<file path="config.mk">
export PLATFORM = sky130hd
export DESIGN_NAME = load_unit_flat
export DESIGN_NICKNAME = d
export VERILOG_FILES = /design/src/rtl/lsu_pkg.sv /design/src/rtl/wb_bus_t.sv /design/src/rtl/load_align.sv /design/src/rtl/load_unit.sv /design/src/flat_wrapper.sv
export SDC_FILE = /design/constraint.sdc
export NUM_CORES = 1
export LEC_CHECK = 0
export CORE_AREA = 8 8 94 96
export DETAILED_ROUTE_END_ITERATION = 7
export DIE_AREA = 0 0 102 104
export PLACE_DENSITY = 0.83
export SYNTH_ARGS = -nofsm -noshare
export SYNTH_HDL_FRONTEND = slang
export SYNTH_SLANG_ARGS = --single-unit
</file>
<file path="constraint.sdc">
create_clock -name clk -period 1.9 [get_ports clk]
set_input_delay 0.38 -clock clk [delete_from_list [all_inputs] [get_ports clk]]
set_output_delay 0.38 -clock clk [all_outputs]
set_load 0.05 [all_outputs]
</file>
<file path="src/rtl/lsu_pkg.sv">
`default_nettype none
// ============================================================================
// Module : lsu_pkg
// Brief  : LSU shared types and byte-lane / alignment helpers.
// Rev    : 1.0  initial release
// ============================================================================
package lsu_pkg;

  typedef enum logic [1:0] {
    LSU_BYTE = 2'b00,
    LSU_HALF = 2'b01,
    LSU_WORD = 2'b10
  } lsu_size_t;

  // Reserved size 2'b11 behaves as a word access.
  function automatic logic [3:0] lsu_sel(input logic [1:0] size, input logic [1:0] addr);
    case (size)
      LSU_BYTE: return 4'b0001 << addr;
      LSU_HALF: return 4'b0011 << {addr[1], 1'b0};
      default:  return 4'b1111;
    endcase
  endfunction

  function automatic logic lsu_misaligned(input logic [1:0] size, input logic [1:0] addr);
    case (size)
      LSU_BYTE: return 1'b0;
      LSU_HALF: return addr[0];
      default:  return addr != 2'b00;
    endcase
  endfunction

endpackage
`default_nettype wire

</file>
<file path="src/rtl/wb_bus_t.sv">
`default_nettype none
// ============================================================================
// Module : wb_bus_t
// Brief  : 32-bit Wishbone bus bundle with master modport.
// Rev    : 1.0  initial release
// ============================================================================
interface wb_bus_t;
  logic        wb_cyc;
  logic        wb_stb;
  logic        wb_lock;
  logic        wb_we;
  logic [3:0]  wb_sel;
  logic [31:0] wb_adr;
  logic [31:0] wb_dat_ms;
  logic        wb_tgd_ms;
  logic        wb_tgc;
  logic        wb_tga;
  logic [31:0] wb_dat_sm;
  logic        wb_gnt;
  logic        wb_ack;
  logic        wb_err;
  logic        wb_rty;

  modport master (
    output wb_cyc, wb_stb, wb_lock, wb_we, wb_sel, wb_adr,
           wb_dat_ms, wb_tgd_ms, wb_tgc, wb_tga,
    input  wb_dat_sm, wb_gnt, wb_ack, wb_err, wb_rty
  );
endinterface
`default_nettype wire

</file>
<file path="src/rtl/load_align.sv">
`default_nettype none
// ============================================================================
// Module : load_align
// Brief  : Combinational lane extraction and sign/zero extension of a load.
// Rev    : 1.0  initial release
// ============================================================================
module load_align
  import lsu_pkg::*;
(
  input  logic [31:0] raw,
  input  logic [1:0]  addr,
  input  logic [1:0]  size,
  input  logic        sign_ext,
  output logic [31:0] result
);

  logic [7:0]  byte_lane;
  logic [15:0] half_lane;

  assign byte_lane = raw[{addr, 3'b000} +: 8];
  assign half_lane = raw[{addr[1], 4'b0000} +: 16];

  always_comb begin
    result = raw;
    case (size)
      LSU_BYTE: result = {{24{sign_ext & byte_lane[7]}}, byte_lane};
      LSU_HALF: result = {{16{sign_ext & half_lane[15]}}, half_lane};
      default:  result = raw;
    endcase
  end

endmodule
`default_nettype wire

</file>
<file path="src/rtl/load_unit.sv">
`default_nettype none
// ============================================================================
// Module : load_unit
// Brief  : Wishbone master for single LSU loads; optional misalignment trap
//          enabled by LOAD_UNIT_MISALIGN_CHECK_EN.
// Rev    : 1.0  initial release
// ============================================================================
module load_unit
  import lsu_pkg::*;
(
  input  logic        clk,
  input  logic        rstn_i,
  input  logic        read_i,
  input  logic [31:0] addr_i,
  input  logic [1:0]  size_i,
  input  logic        sign_ext_i,
  output logic [31:0] data_o,
  output logic        valid_o,
  output logic        err_o,
  wb_bus_t.master     wb_bus
);

  typedef enum logic [1:0] {
    IDLE = 2'b00,
    READ = 2'b01,
    RESP = 2'b10
  } state_t;

  state_t      state;
  logic [31:0] aligned;
  logic [3:0]  sel;
  logic        mis_trap;
  logic        strobe;

  assign sel = lsu_sel(size_i, addr_i[1:0]);

`ifdef LOAD_UNIT_MISALIGN_CHECK_EN
  assign mis_trap = lsu_misaligned(size_i, addr_i[1:0]);
`else
  assign mis_trap = 1'b0;
`endif

  load_align u_align (
    .raw      (wb_bus.wb_dat_sm),
    .addr     (addr_i[1:0]),
    .size     (size_i),
    .sign_ext (sign_ext_i),
    .result   (aligned)
  );

  assign strobe = (state == READ) && wb_bus.wb_gnt;

  // The IDLE request term is combinational, so it is also masked by reset.
  assign wb_bus.wb_cyc    = rstn_i && (((state == IDLE) && read_i && !mis_trap) || (state == READ));
  assign wb_bus.wb_lock   = (state == READ);
  assign wb_bus.wb_stb    = strobe;
  assign wb_bus.wb_sel    = strobe ? sel : 4'h0;
  assign wb_bus.wb_adr    = {addr_i[31:2], 2'b00};
  assign wb_bus.wb_we     = 1'b0;
  assign wb_bus.wb_dat_ms = 32'h0;
  assign wb_bus.wb_tgd_ms = 1'b0;
  assign wb_bus.wb_tgc    = 1'b0;
  assign wb_bus.wb_tga    = 1'b0;

  always_ff @(posedge clk or negedge rstn_i) begin
    if (!rstn_i) begin
      state   <= IDLE;
      data_o  <= 32'h0;
      valid_o <= 1'b0;
      err_o   <= 1'b0;
    end else begin
      valid_o <= 1'b0;
      err_o   <= 1'b0;
      case (state)
        IDLE: begin
          if (read_i) begin
            if (mis_trap) begin
              err_o <= 1'b1;
              state <= RESP;
            end else begin
              state <= READ;
            end
          end
        end
        READ: begin
          // A dropped request abandons the cycle; any later ack is ignored.
          if (!read_i) begin
            state <= IDLE;
          end else if (wb_bus.wb_gnt && wb_bus.wb_ack) begin
            data_o  <= aligned;
            valid_o <= 1'b1;
            state   <= RESP;
          end
        end
        RESP:    state <= IDLE;
        default: state <= IDLE;
      endcase
    end
  end

endmodule
`default_nettype wire

</file>
<file path="src/flat_wrapper.sv">
// flat-port wrapper written by rule: the top's interface ports become plain ports
module load_unit_flat import lsu_pkg::*;
  (clk, rstn_i, read_i, addr_i, size_i, sign_ext_i, data_o, valid_o, err_o, wb_bus_wb_cyc, wb_bus_wb_stb, wb_bus_wb_lock, wb_bus_wb_we, wb_bus_wb_sel, wb_bus_wb_adr, wb_bus_wb_dat_ms, wb_bus_wb_tgd_ms, wb_bus_wb_tgc, wb_bus_wb_tga, wb_bus_wb_dat_sm, wb_bus_wb_gnt, wb_bus_wb_ack, wb_bus_wb_err, wb_bus_wb_rty);
  wb_bus_t wb_bus_i ();
  input  logic clk;
  input  logic rstn_i;
  input  logic read_i;
  input  logic [31:0] addr_i;
  input  logic [1:0] size_i;
  input  logic sign_ext_i;
  output logic [31:0] data_o;
  output logic valid_o;
  output logic err_o;
  output wire logic [$bits(wb_bus_i.wb_cyc)-1:0] wb_bus_wb_cyc;
  output wire logic [$bits(wb_bus_i.wb_stb)-1:0] wb_bus_wb_stb;
  output wire logic [$bits(wb_bus_i.wb_lock)-1:0] wb_bus_wb_lock;
  output wire logic [$bits(wb_bus_i.wb_we)-1:0] wb_bus_wb_we;
  output wire logic [$bits(wb_bus_i.wb_sel)-1:0] wb_bus_wb_sel;
  output wire logic [$bits(wb_bus_i.wb_adr)-1:0] wb_bus_wb_adr;
  output wire logic [$bits(wb_bus_i.wb_dat_ms)-1:0] wb_bus_wb_dat_ms;
  output wire logic [$bits(wb_bus_i.wb_tgd_ms)-1:0] wb_bus_wb_tgd_ms;
  output wire logic [$bits(wb_bus_i.wb_tgc)-1:0] wb_bus_wb_tgc;
  output wire logic [$bits(wb_bus_i.wb_tga)-1:0] wb_bus_wb_tga;
  input wire logic [$bits(wb_bus_i.wb_dat_sm)-1:0] wb_bus_wb_dat_sm;
  input wire logic [$bits(wb_bus_i.wb_gnt)-1:0] wb_bus_wb_gnt;
  input wire logic [$bits(wb_bus_i.wb_ack)-1:0] wb_bus_wb_ack;
  input wire logic [$bits(wb_bus_i.wb_err)-1:0] wb_bus_wb_err;
  input wire logic [$bits(wb_bus_i.wb_rty)-1:0] wb_bus_wb_rty;
  assign wb_bus_wb_cyc = wb_bus_i.wb_cyc;
  assign wb_bus_wb_stb = wb_bus_i.wb_stb;
  assign wb_bus_wb_lock = wb_bus_i.wb_lock;
  assign wb_bus_wb_we = wb_bus_i.wb_we;
  assign wb_bus_wb_sel = wb_bus_i.wb_sel;
  assign wb_bus_wb_adr = wb_bus_i.wb_adr;
  assign wb_bus_wb_dat_ms = wb_bus_i.wb_dat_ms;
  assign wb_bus_wb_tgd_ms = wb_bus_i.wb_tgd_ms;
  assign wb_bus_wb_tgc = wb_bus_i.wb_tgc;
  assign wb_bus_wb_tga = wb_bus_i.wb_tga;
  assign wb_bus_i.wb_dat_sm = wb_bus_wb_dat_sm;
  assign wb_bus_i.wb_gnt = wb_bus_wb_gnt;
  assign wb_bus_i.wb_ack = wb_bus_wb_ack;
  assign wb_bus_i.wb_err = wb_bus_wb_err;
  assign wb_bus_i.wb_rty = wb_bus_wb_rty;
  load_unit u_core (.clk(clk), .rstn_i(rstn_i), .read_i(read_i), .addr_i(addr_i), .size_i(size_i), .sign_ext_i(sign_ext_i), .data_o(data_o), .valid_o(valid_o), .err_o(err_o), .wb_bus(wb_bus_i));
endmodule
</file>
After elaboration in Yosys (flattened, before gate mapping)
Index checks and enable logic that the tools add are counted.

Multiplexer cells: 10. Reductions and logical operators: 9. Shifts and indexed selects: 4. Bitwise logic cells: 2. Equality and inequality tests: 4.

Operators with widths (count): $pmux 32 s2 (1); $shiftx 32x6->16 (1); $shiftx 32x6->8 (1); $pmux 4 s2 (1); $mux 2 (3); $eq 2x1->1 const B (2); $logic_and 1x1->1 (4); $logic_not 2->1 (2); $mux 4 (1); $pmux 2 s2 (1); $shl 1x2->4 const A (1); $shl 2x2->4 const A (1); $mux 1 (3); $ne 3x2->1 const B (1); $reduce_and 3->1 (1); $and 1x1->1 (2); $ne 2x2->1 const B (1); $reduce_and 2->1 (1); $logic_or 1x1->1 (1).

Logic and storage cells: 32. Bits of input ports: 74. Flip-flop bits (word level): 35.

Logic depth before layout (Yosys ltp)
Gate-level depths: netlist of run 1.

Depth after elaboration: 4. Mapped depth: 6. Gate-level depth less buffers: 5.

By module
From an unflattened synthesis of run 1, not the netlist that was laid out.

Cells, all modules: 278. Area, all modules: 2746.4 µm².

Modules (own cells, without submodules): load_unit (cells an instance 161, sequential area each 875.8 µm², area each 2021.9 µm², times used 1); load_align (cells an instance 117, sequential area each 0.0 µm², area each 724.4 µm², times used 1).

Worst setup path before layout of run 1
No wires, ideal clock.

Path kind: reg-to-output. From: reg u_core.state[1]. To: out wb_bus_wb_sel[3]. Slack: -0.362 ns. Stages on the path, launching flop included: 4. Data required time: 1.520 ns. Data arrival time: 1.882 ns. Cell sequence: dfrtp_1 > and2b_1 > nand2_1 > a21oi_1.

Cells in the longest elaborated chain, start to end: 3.

RTL lines: from (decl) (line load_unit.sv:29) `state_t state;`; from (signal assigned) (line load_unit.sv:67) `state <= IDLE;`; from (signal assigned) (line load_unit.sv:79) `state <= RESP;`; from (signal assigned) (line load_unit.sv:81) `state <= READ;`; $eq 2x1->1; named net wb_bus_wb_lock (line flat_wrapper.sv:16) `output wire logic [$bits(wb_bus_i.wb_lock)-1:0] wb_bus_wb_lock;`; $logic_and 1x1->1 (line load_unit.sv:51) `assign strobe = (state == READ) && wb_bus.wb_gnt;`; $mux 4 (line load_unit.sv:57) `assign wb_bus.wb_sel = strobe ? sel : 4'h0;`; to (decl) (line flat_wrapper.sv:18) `output wire logic [$bits(wb_bus_i.wb_sel)-1:0] wb_bus_wb_sel;`.

The timed path passes the listed nets, and every way through them passes these cells.

Final worst setup path of run 1
From: reg u_core.state[1]. To: out wb_bus_wb_sel[3].

Cells in the longest elaborated chain, start to end: 3.

RTL lines (line): $eq 2x1->1 (load_unit.sv:51); $logic_and 1x1->1 (load_unit.sv:51); $mux 4 (load_unit.sv:57).

Every way passes these cells.

==> run summary, run 1 <==
The flow ran to the end, and the final reports show no timing, DRC or antenna violations. The floorplan step set the die width to ~100 µm. The most common cell after layout, fill and taps aside is buf_4. The final-report hold violation count is 0. The reported leakage power came out at 1.658 nW.

The first routing iteration left about 150 violations. The area growth from synthesis to layout is 37.45%. For this run, the slowest stage of the critical path takes 0.40 ns. The clock network fraction of total power is 17.1%. The number of antenna violations at the first check in global routing came to 0. The startpoint identified for the worst register-to-register timing path is u_core.state[1]$_DFFE_PN0P_.

The worst reg-to-reg path cell count came out at 6. The TritonCTS clock tree is yes. The root cell of the clock tree is clkbuf_8. Entering global routing, the biggest net connects 36 pins. The signal on the critical path passes through and2b_2 > nand2_1 > buf_6 > a21oi_4 > buf_12. The critical path in this run is classified as reg2out.

The synthesized cell area is 2472 µm². The aggregate negative setup slack is 0 ns. Of the synthesized area, sequential elements account for 35.43%. The cell with the biggest individual delay on the critical path is dfrtp_1.

The worst-path maximum fanout came out at 5. The global-route congestion overflow total came out at 0. The internal power of the cells totals 1.720 mW.

The post-route clock period utilization came out at 96.96%. In this run, flip-flops and latches consume 31.3% of the power. In this run, synthesis produced a sequential element count of 35. Overall power consumption after layout is estimated at 3.258 mW. The endpoint identified for the worst register-to-register timing path is u_core.data_o[26]$_DFFE_PN0P_. The post-synthesis cell count came out at 293. Once placement finished, the instance area stood at 3238 µm². The highest ir drop seen on vdd came out at 0.5256 mV. The average size of a mapped cell is 8.438 µm².

The number of detailed-routing iterations run before antenna repair is 4. For this run, asynchronously set or reset flops after synthesis account for 100.0%. The final hold slack came out at around 0.17 ns. The worst path required time came out at 1.52 ns. The count of warnings emitted by yosys is 0. The number of nets in the final layout came out at 447. The count of distinct cell types in the synthesized netlist is 40. The total via count in the routed design came out at 2261. The number of failing setup endpoints in the final timing report is 0. The area of the core came out at approximately 7400 µm². The weighted congestion at the end of routability-driven global placement is 0.8911. In this run the power spent charging and discharging nets is about 1.5 mW. The smallest clock period supported by the final layout is computed as 1.842 ns.

The cell area after layout is approximately 3400 µm². The largest buffer count on any clock path came out at 2. The total detailed-routing wirelength came out at 8043 µm.

The library cells used most frequently in the layout, excluding fill and tap cells, are 68 x buf_4, 39 x conb_1, 36 x clkdlybuf4s50_1. The die covers 10610 µm². The number of design rule violations left after detail routing came out at 0.

In this run the worst hold path is classified as in2async. The count of input and output buffers is between 80 and 90. The number of enable flip-flop cells after synthesis came out at 0. The first-pass GRT wire length is 12480 µm.

The number of buffers created by CTS came out at 5. The areal power density over the cells came out at 958.7 nW/µm². The fraction of power consumed by combinational cells is ~52%. The number of antenna diodes in the final layout is 0. The number of primary I/O pins came out at 183.

Setup repair after global routing left no endpoint under its margin. The total half-perimeter wirelength after legalization and detailed placement is approximately 6300 µm. Between clock sinks in the finished design, the worst skew comes to 0.008814 ns. The number of max-cap violations came out at 0. The worst setup path is launched from a register. The H-tree depth came out at 2. The worst path arrival time came out at 1.46 ns. The post-route core utilization came out at 45.63%.

The remaining number of nets flagged by the antenna check after routing is 0. The switching power share of the total is 47.21%. The via count of the first global-routing pass is 2403. The count of hold buffers inserted by post-cts repair is 0. The most frequently used flop master after synthesis is dfrtp_1. The starting density of the core came out at 33.20%. The global-route usage over all layers is between 10% and 20%. The clock sink count came out at 35. The final max-slew violation count came to 0. The site row count came out at 32. STA classifies the critical path endpoint as an output pin.

The slack of the worst reg-to-reg path came out at 0.18 ns. The clock latency at the later pin of the worst-skew pair is 0.29 ns. The chip height is 104 µm.

In the final layout, the share of cells above drive strength 1 is 29.22%. Dividing the detail-routed wire length by the instance count gives 16.93 µm. The clock slew at the register clock pins of the worst setup and hold paths came out at ~0.08 ns. The peak clock frequency supported by timing came out at 542.8 MHz. The via count normalized by instance count came out at 4.760.
==> cell families (layout without fill, tap and decap cells) <==
| family | after synthesis | in the layout | synth area share (%) |
|---|---|---|---|
| AO/OA/AOI/OAI | 71 | 71 | 19.08 |
| AND/OR/NAND/NOR | 78 | 78 | 14.63 |
| flip-flops | 35 | 35 | 35.43 |
| other | 1 | 39 | 0.1517 |
| buffers and inverters | 99 | 141 | 26.27 |
| multiplexers | 9 | 9 | 4.453 |
==> state kept, by name, indices dropped and copies added (netlist names) <==
| register | count |
|---|---|
| u_core.valid_o | 1 |
| u_core.data_o | 32 |
| u_core.state | 2 |
==> power groups by stage <==
stage          clock [mW]  sequential [mW]  combinational (mW)
2_1_floorplan           0             1.62               0.708
3_3_place_gp            0             1.03                1.65
3_5_place_dp            0             1.03                1.67
4_1_cts             0.570             1.02                1.68
5_1_grt             0.594             1.04                1.77
6_report            0.558             1.02                1.68
==> synth_stat cells (all sizes together), types with 5 or more instances <==
master	instances	area share, %
buf	79	23
a21o	6	1.8
nand2	31	4.7
a221oi	7	2.7
nor2	23	3.5
a21oi	25	5.2
mux2	6	2.7
dfrtp	35	35
nand3	9	1.8
clkbuf	6	0.96
o21ai	18	3.8
and3b	5	1.8
inv	14	2.1
a211o	5	1.8
==> final cells by class <==
cell class	instances	area, µm²
fillers	733	4049
multi-input cells	197	1147
repair buffers	120	1100
flip-flops and latches	35	875.8
well taps	102	127.6
clock buffers	6	82.58
inverters	14	60.06
clock inverters	1	5.005
==> worst max path at each step <==
| stage | start | end | slack, ns | cells after the start |
|---|---|---|---|---|
| after floorplan | u_core.state[1]$_DFFE_PN0P_ | wb_bus_wb_sel[3] | 0.02 | 3 |
| after global placement | addr_i[1] | u_core.data_o[30]$_DFFE_PN0P_ | -0.35 | 6 |
| after detailed placement | addr_i[1] | u_core.data_o[25]$_DFFE_PN0P_ | -0.47 | 6 |
| after CTS | wb_bus_wb_dat_sm[31] | u_core.data_o[26]$_DFFE_PN0P_ | 0.004 | 6 |
| after global routing | u_core.state[1]$_DFFE_PN0P_ | wb_bus_wb_sel[3] | 0.009 | 5 |
| final | u_core.state[1]$_DFFE_PN0P_ | wb_bus_wb_sel[3] | 0.06 | 5 |
==> metrics by stage <==
stage / setup WS [ns] / cells
after detailed placement: -0.4690 / 463
after floorplan: 0.02484 / 331
final: 0.05776 / 475
after global routing: 0.009300 / 475
after CTS: 0.003964 / 475
after global placement: -0.3455 / 463
==> routing by layer <==
metal  GRT usage (%)  wire [µm]  part of all wire, %  up-vias
met4           4.407        160                  2.0        0
met2           24.66       3799                   47      130
met5               0          0                    0        -
met3           4.618        786                  9.8       21
li1                -          -                    -     1044
met1           17.40       3297                   41     1066
==> worst max-delay path, delay by kind of cell (launching register included) <==
kind,cells,cell delay (ns)
AOI/OAI and AO/OA,1,0.14
buffers and inverters,2,0.30
and+or+nand+nor,2,0.32
DFF,1,0.40
==> repair_timing <==
item | 4_1_cts | 5_1_grt
setup buffers | 5 | 0
setup endpoints to repair | 21 | 19
resized for setup | 9 | 4
endpoints found under the hold margin | 0 | 0
pin swaps | 0 | 0
gates cloned | 0 | 0
Note: power is estimated with default switching activity, not from simulation.
==> run 2, diff against run 1 <==
--- a/config.mk
+++ b/config.mk
@@ -5,10 +5,12 @@
 export SDC_FILE = /design/constraint.sdc
 export NUM_CORES = 1
 export LEC_CHECK = 0
-export CORE_AREA = 8 8 94 96
+export CELL_PAD_IN_SITES_DETAIL_PLACEMENT = 1
+export CELL_PAD_IN_SITES_GLOBAL_PLACEMENT = 1
+export CORE_AREA = 2 2 107 109
 export DETAILED_ROUTE_END_ITERATION = 7
-export DIE_AREA = 0 0 102 104
-export PLACE_DENSITY = 0.83
+export DIE_AREA = 0 0 109 111
+export PLACE_DENSITY = 0.82
 export SYNTH_ARGS = -nofsm -noshare
 export SYNTH_HDL_FRONTEND = slang
 export SYNTH_SLANG_ARGS = --single-unit
==> run 2 against run 1 <==
Critical path depth grew 2; combinational power is essentially flat; total power grew 6.5%; die area grew 14%; flip-flop and latch count is the same; count of clock-buffer cells in the layout shrank 1; routed wire length shrank 1.3%.
==> run summary, run 2 (synthesis gave the netlist of run 1 again) <==
The post-place instance area is 3314 µm² (+2.4%). The worst reg-to-reg path cell count came to 7 (+1). The clock sink count came out at 35 (unchanged). The highest ir drop seen on vdd is 0.4552 mV (-13%). The setup slack at placement is -0.2877 ns (+0.1814 ns).

Setup repair after global routing could not meet its margin everywhere. The final max-slew violation count is 0 (unchanged). The routed wirelength normalized by instance count is 15.38 µm (-9.1%). The largest net degree at the start of global routing is 36 (unchanged). The final hold slack is 0.1953 ns (+0.02677 ns). The area of the die came out at 12100 µm² (+14%). The worst setup path is captured at an output pin.

The total power draw is 3.471 mW (+6.5%). The worst path arrival time came out at 1.50 ns (+0.04 ns). For this design, the slowest cell found on the critical path is clkdlybuf4s50_1. The chip height is 111 µm (+6.7%). The H-tree depth is 2 (unchanged). The starting density of the core came out at 22.32% (-11 points). Traced cell by cell, the critical path runs through clkdlybuf4s50_1 > buf_4 > nor2_2 > nor2_1 > nor2_2 > nor2_4 > buf_12. The floorplan die width came out at 109 µm (+6.9%). The worst setup path is launched from an input port. The number of flip-flops under the largest register name came out at 32 (unchanged). The tree is rooted in a clkbuf_16. The non-filler instance count after layout came out at 516 (+8.6%). The worst clock skew is 0.004661 ns (-0.004153 ns). The number of antenna violations at the first check in global routing is 0 (unchanged). The global-route usage over all layers is 13.38% (-1.4 points). The via count of the first global-routing pass was 2317 (-3.6%). u_core.data_o holds more flip-flops than any other register.

The clock network fraction of total power is 22.2% (+5.1 points). The cell area after layout came out at 3501 µm² (+3.0%). The number of primary I/O pins came out at 183 (unchanged). The weighted congestion at the end of routability-driven global placement came out at 0.8313 (-6.7%). The initial DRC count is 105 (-28%). The peak clock frequency supported by timing was 530.9 MHz (-2.2%). The worst hold path belongs to the class in2async. TritonCTS built the clock tree. In this run the critical register-to-register path is launched from u_core.state[1]$_DFFE_PN0P_. The sequential group share of total power is 29.6% (-1.7 points).

The count of input and output buffers came to 81 (unchanged). The areal power density over the cells is 991.5 nW/µm² (+3.4%). The cell that appears most often on the critical path is nor2_2.

The clock period minus final worst setup slack came out at 1.884 ns (+0.04153 ns). The final-report hold violation count came out at 0 (unchanged). The remaining number of nets flagged by the antenna check after routing came out at 0 (unchanged). The count of hold buffers inserted by post-cts repair is 0 (unchanged). The clock slew at the register clock pins of the worst setup and hold paths came out at 0.05 ns (-0.03 ns).

The critical path starts at size_i[0]. Leaving out fill and tap cells, the most frequent cell in the layout is buf_4. The number of design rule violations left after detail routing came out at 0 (unchanged). The slack of the worst reg-to-reg path is 0.25 ns (+0.07 ns). The internal power summed over all cells came out at 1.915 mW (+11%).

The reported leakage power came out at 1.669 nW (+0.67%). The setup slack after layout came out at 0.01623 ns (-0.04153 ns). The total via count in the routed design came out at 2166 (-4.2%). From synthesis to final layout, the design area changed by 41.60%. By startpoint and endpoint, the worst setup path is classified as in2out.

The total detailed-routing wirelength is 7938 µm (-1.3%). The share of post-route cells with drive strength above 1 is 29.49% (+0.27 points). The worst-path maximum fanout was 12 (+7). The area of the core came out at 11080 µm² (+49%). The number of diodes added for antenna fixing is 0 (unchanged). The flow ran to the end, and the final reports show no timing, DRC or antenna violations. The site row count is 39 (+22%). In the layout the commonest cells are 67 x buf_4, 39 x conb_1, 38 x clkdlybuf4s50_1. The aggregate negative setup slack is 0 ns (unchanged). The fraction of power consumed by combinational cells is 48.2% (-3.4 points). Following the worst setup path forward leads to its endpoint at wb_bus_wb_sel[1]. The global-route congestion overflow total was 0 (unchanged). The number of buffers created by CTS was 5 (unchanged). The number of max-cap violations came to 0 (unchanged). In the final layout, the registers with the most flip-flops are u_core.data_o x32, u_core.state x2, u_core.valid_o x1. The number of detailed-routing iterations run before antenna repair came out at 4 (unchanged). The total net switching power came out at 1.556 mW (+1.2%). The post-route core utilization came out at 31.61% (-14 points). The total half-perimeter wirelength after legalization and detailed placement was 6406 µm (+0.92%). The switching power share of the total is 44.82% (-2.4 points). The capture point of the worst reg-to-reg path is u_core.data_o[21]$_DFFE_PN0P_. The number of instances in the placed design came out at 504 (+8.9%). The first-pass GRT wire length came to 12520 µm (+0.27%). The post-route clock period utilization is 99.15% (+2.2 points). The number of nets in the final layout is 446 (-0.22%). The via count normalized by instance count is 4.198 (-12%). The worst stage delay on the critical path is 0.47 ns (+0.07 ns). The largest buffer count on any clock path came out at 2 (unchanged). The worst path required time is 1.52 ns (about the same). The number of failing setup endpoints in the final timing report is 0 (unchanged). The clock latency at the later pin of the worst-skew pair came out at 0.28 ns (about the same).
[run 2: cell types whose count changed in the layout (fill, tap and decap cells not counted), sizes merged]
cell           before  now
clkdlybuf4s50      36   38
dlygate4sd2         3    2
clkinv              1    3
clkbuf              6    5
buf                80   79
dlymetal6s2s        1    0
[run 2: final cells by class]
cell class	instances	area [µm²]
Clock buffer	5	125.1
Timing Repair Buffer	119	1109
Fill cell	1298	7576
Inverter	14	60.06
Multi-Input combinational cell	197	1137
Sequential cell	35	875.8
Tap cell	143	178.9
Clock inverter	3	15.01
[run 2: repair_timing]
action	4_1_cts	5_1_grt
setup endpoints to repair	5	4
pin swaps	1	0
setup buffers	3	1
resized for setup	8	1
[run 2: power by group through the flow]
stage | registers (mW) | clock network [mW] | logic, mW
2_1_floorplan | 1.62 | 0 | 0.708
3_3_place_gp | 1.03 | 0 | 1.66
3_5_place_dp | 1.04 | 0 | 1.67
4_1_cts | 1.03 | 0.802 | 1.69
5_1_grt | 1.05 | 0.845 | 1.77
6_report | 1.03 | 0.772 | 1.67
[run 2: worst max-delay path: cells and delay by family]
kind                   cells  cell delay [ns]
buffers and inverters      3             0.79
and+or+nand+nor            4             0.34
[run 2: per-layer routing]
layer | vias to the layer above | share of wire (%) | GRT usage [%]
li1 | 1039 | - | -
met1 | 1030 | 40 | 15.78
met5 | - | 0 | 0
met3 | 13 | 8.3 | 4.527
met4 | 0 | 1.4 | 2.991
met2 | 84 | 50 | 23.15
[run 2: worst min path at each step]
stage	start	endpoint	slack [ns]	cells past startpoint
detailed placement	u_core.state[1]$_DFFE_PN0P_	u_core.state[0]$_DFFE_PN0P_	0.46	1
CTS	rstn_i	u_core.data_o[24]$_DFFE_PN0P_	0.22	2
floorplan	rstn_i	u_core.data_o[0]$_DFFE_PN0P_	0.08	0
global placement	u_core.state[1]$_DFFE_PN0P_	u_core.state[0]$_DFFE_PN0P_	0.45	1
global route	rstn_i	u_core.data_o[30]$_DFFE_PN0P_	0.24	2
finish	rstn_i	u_core.data_o[4]$_DFFE_PN0P_	0.20	2
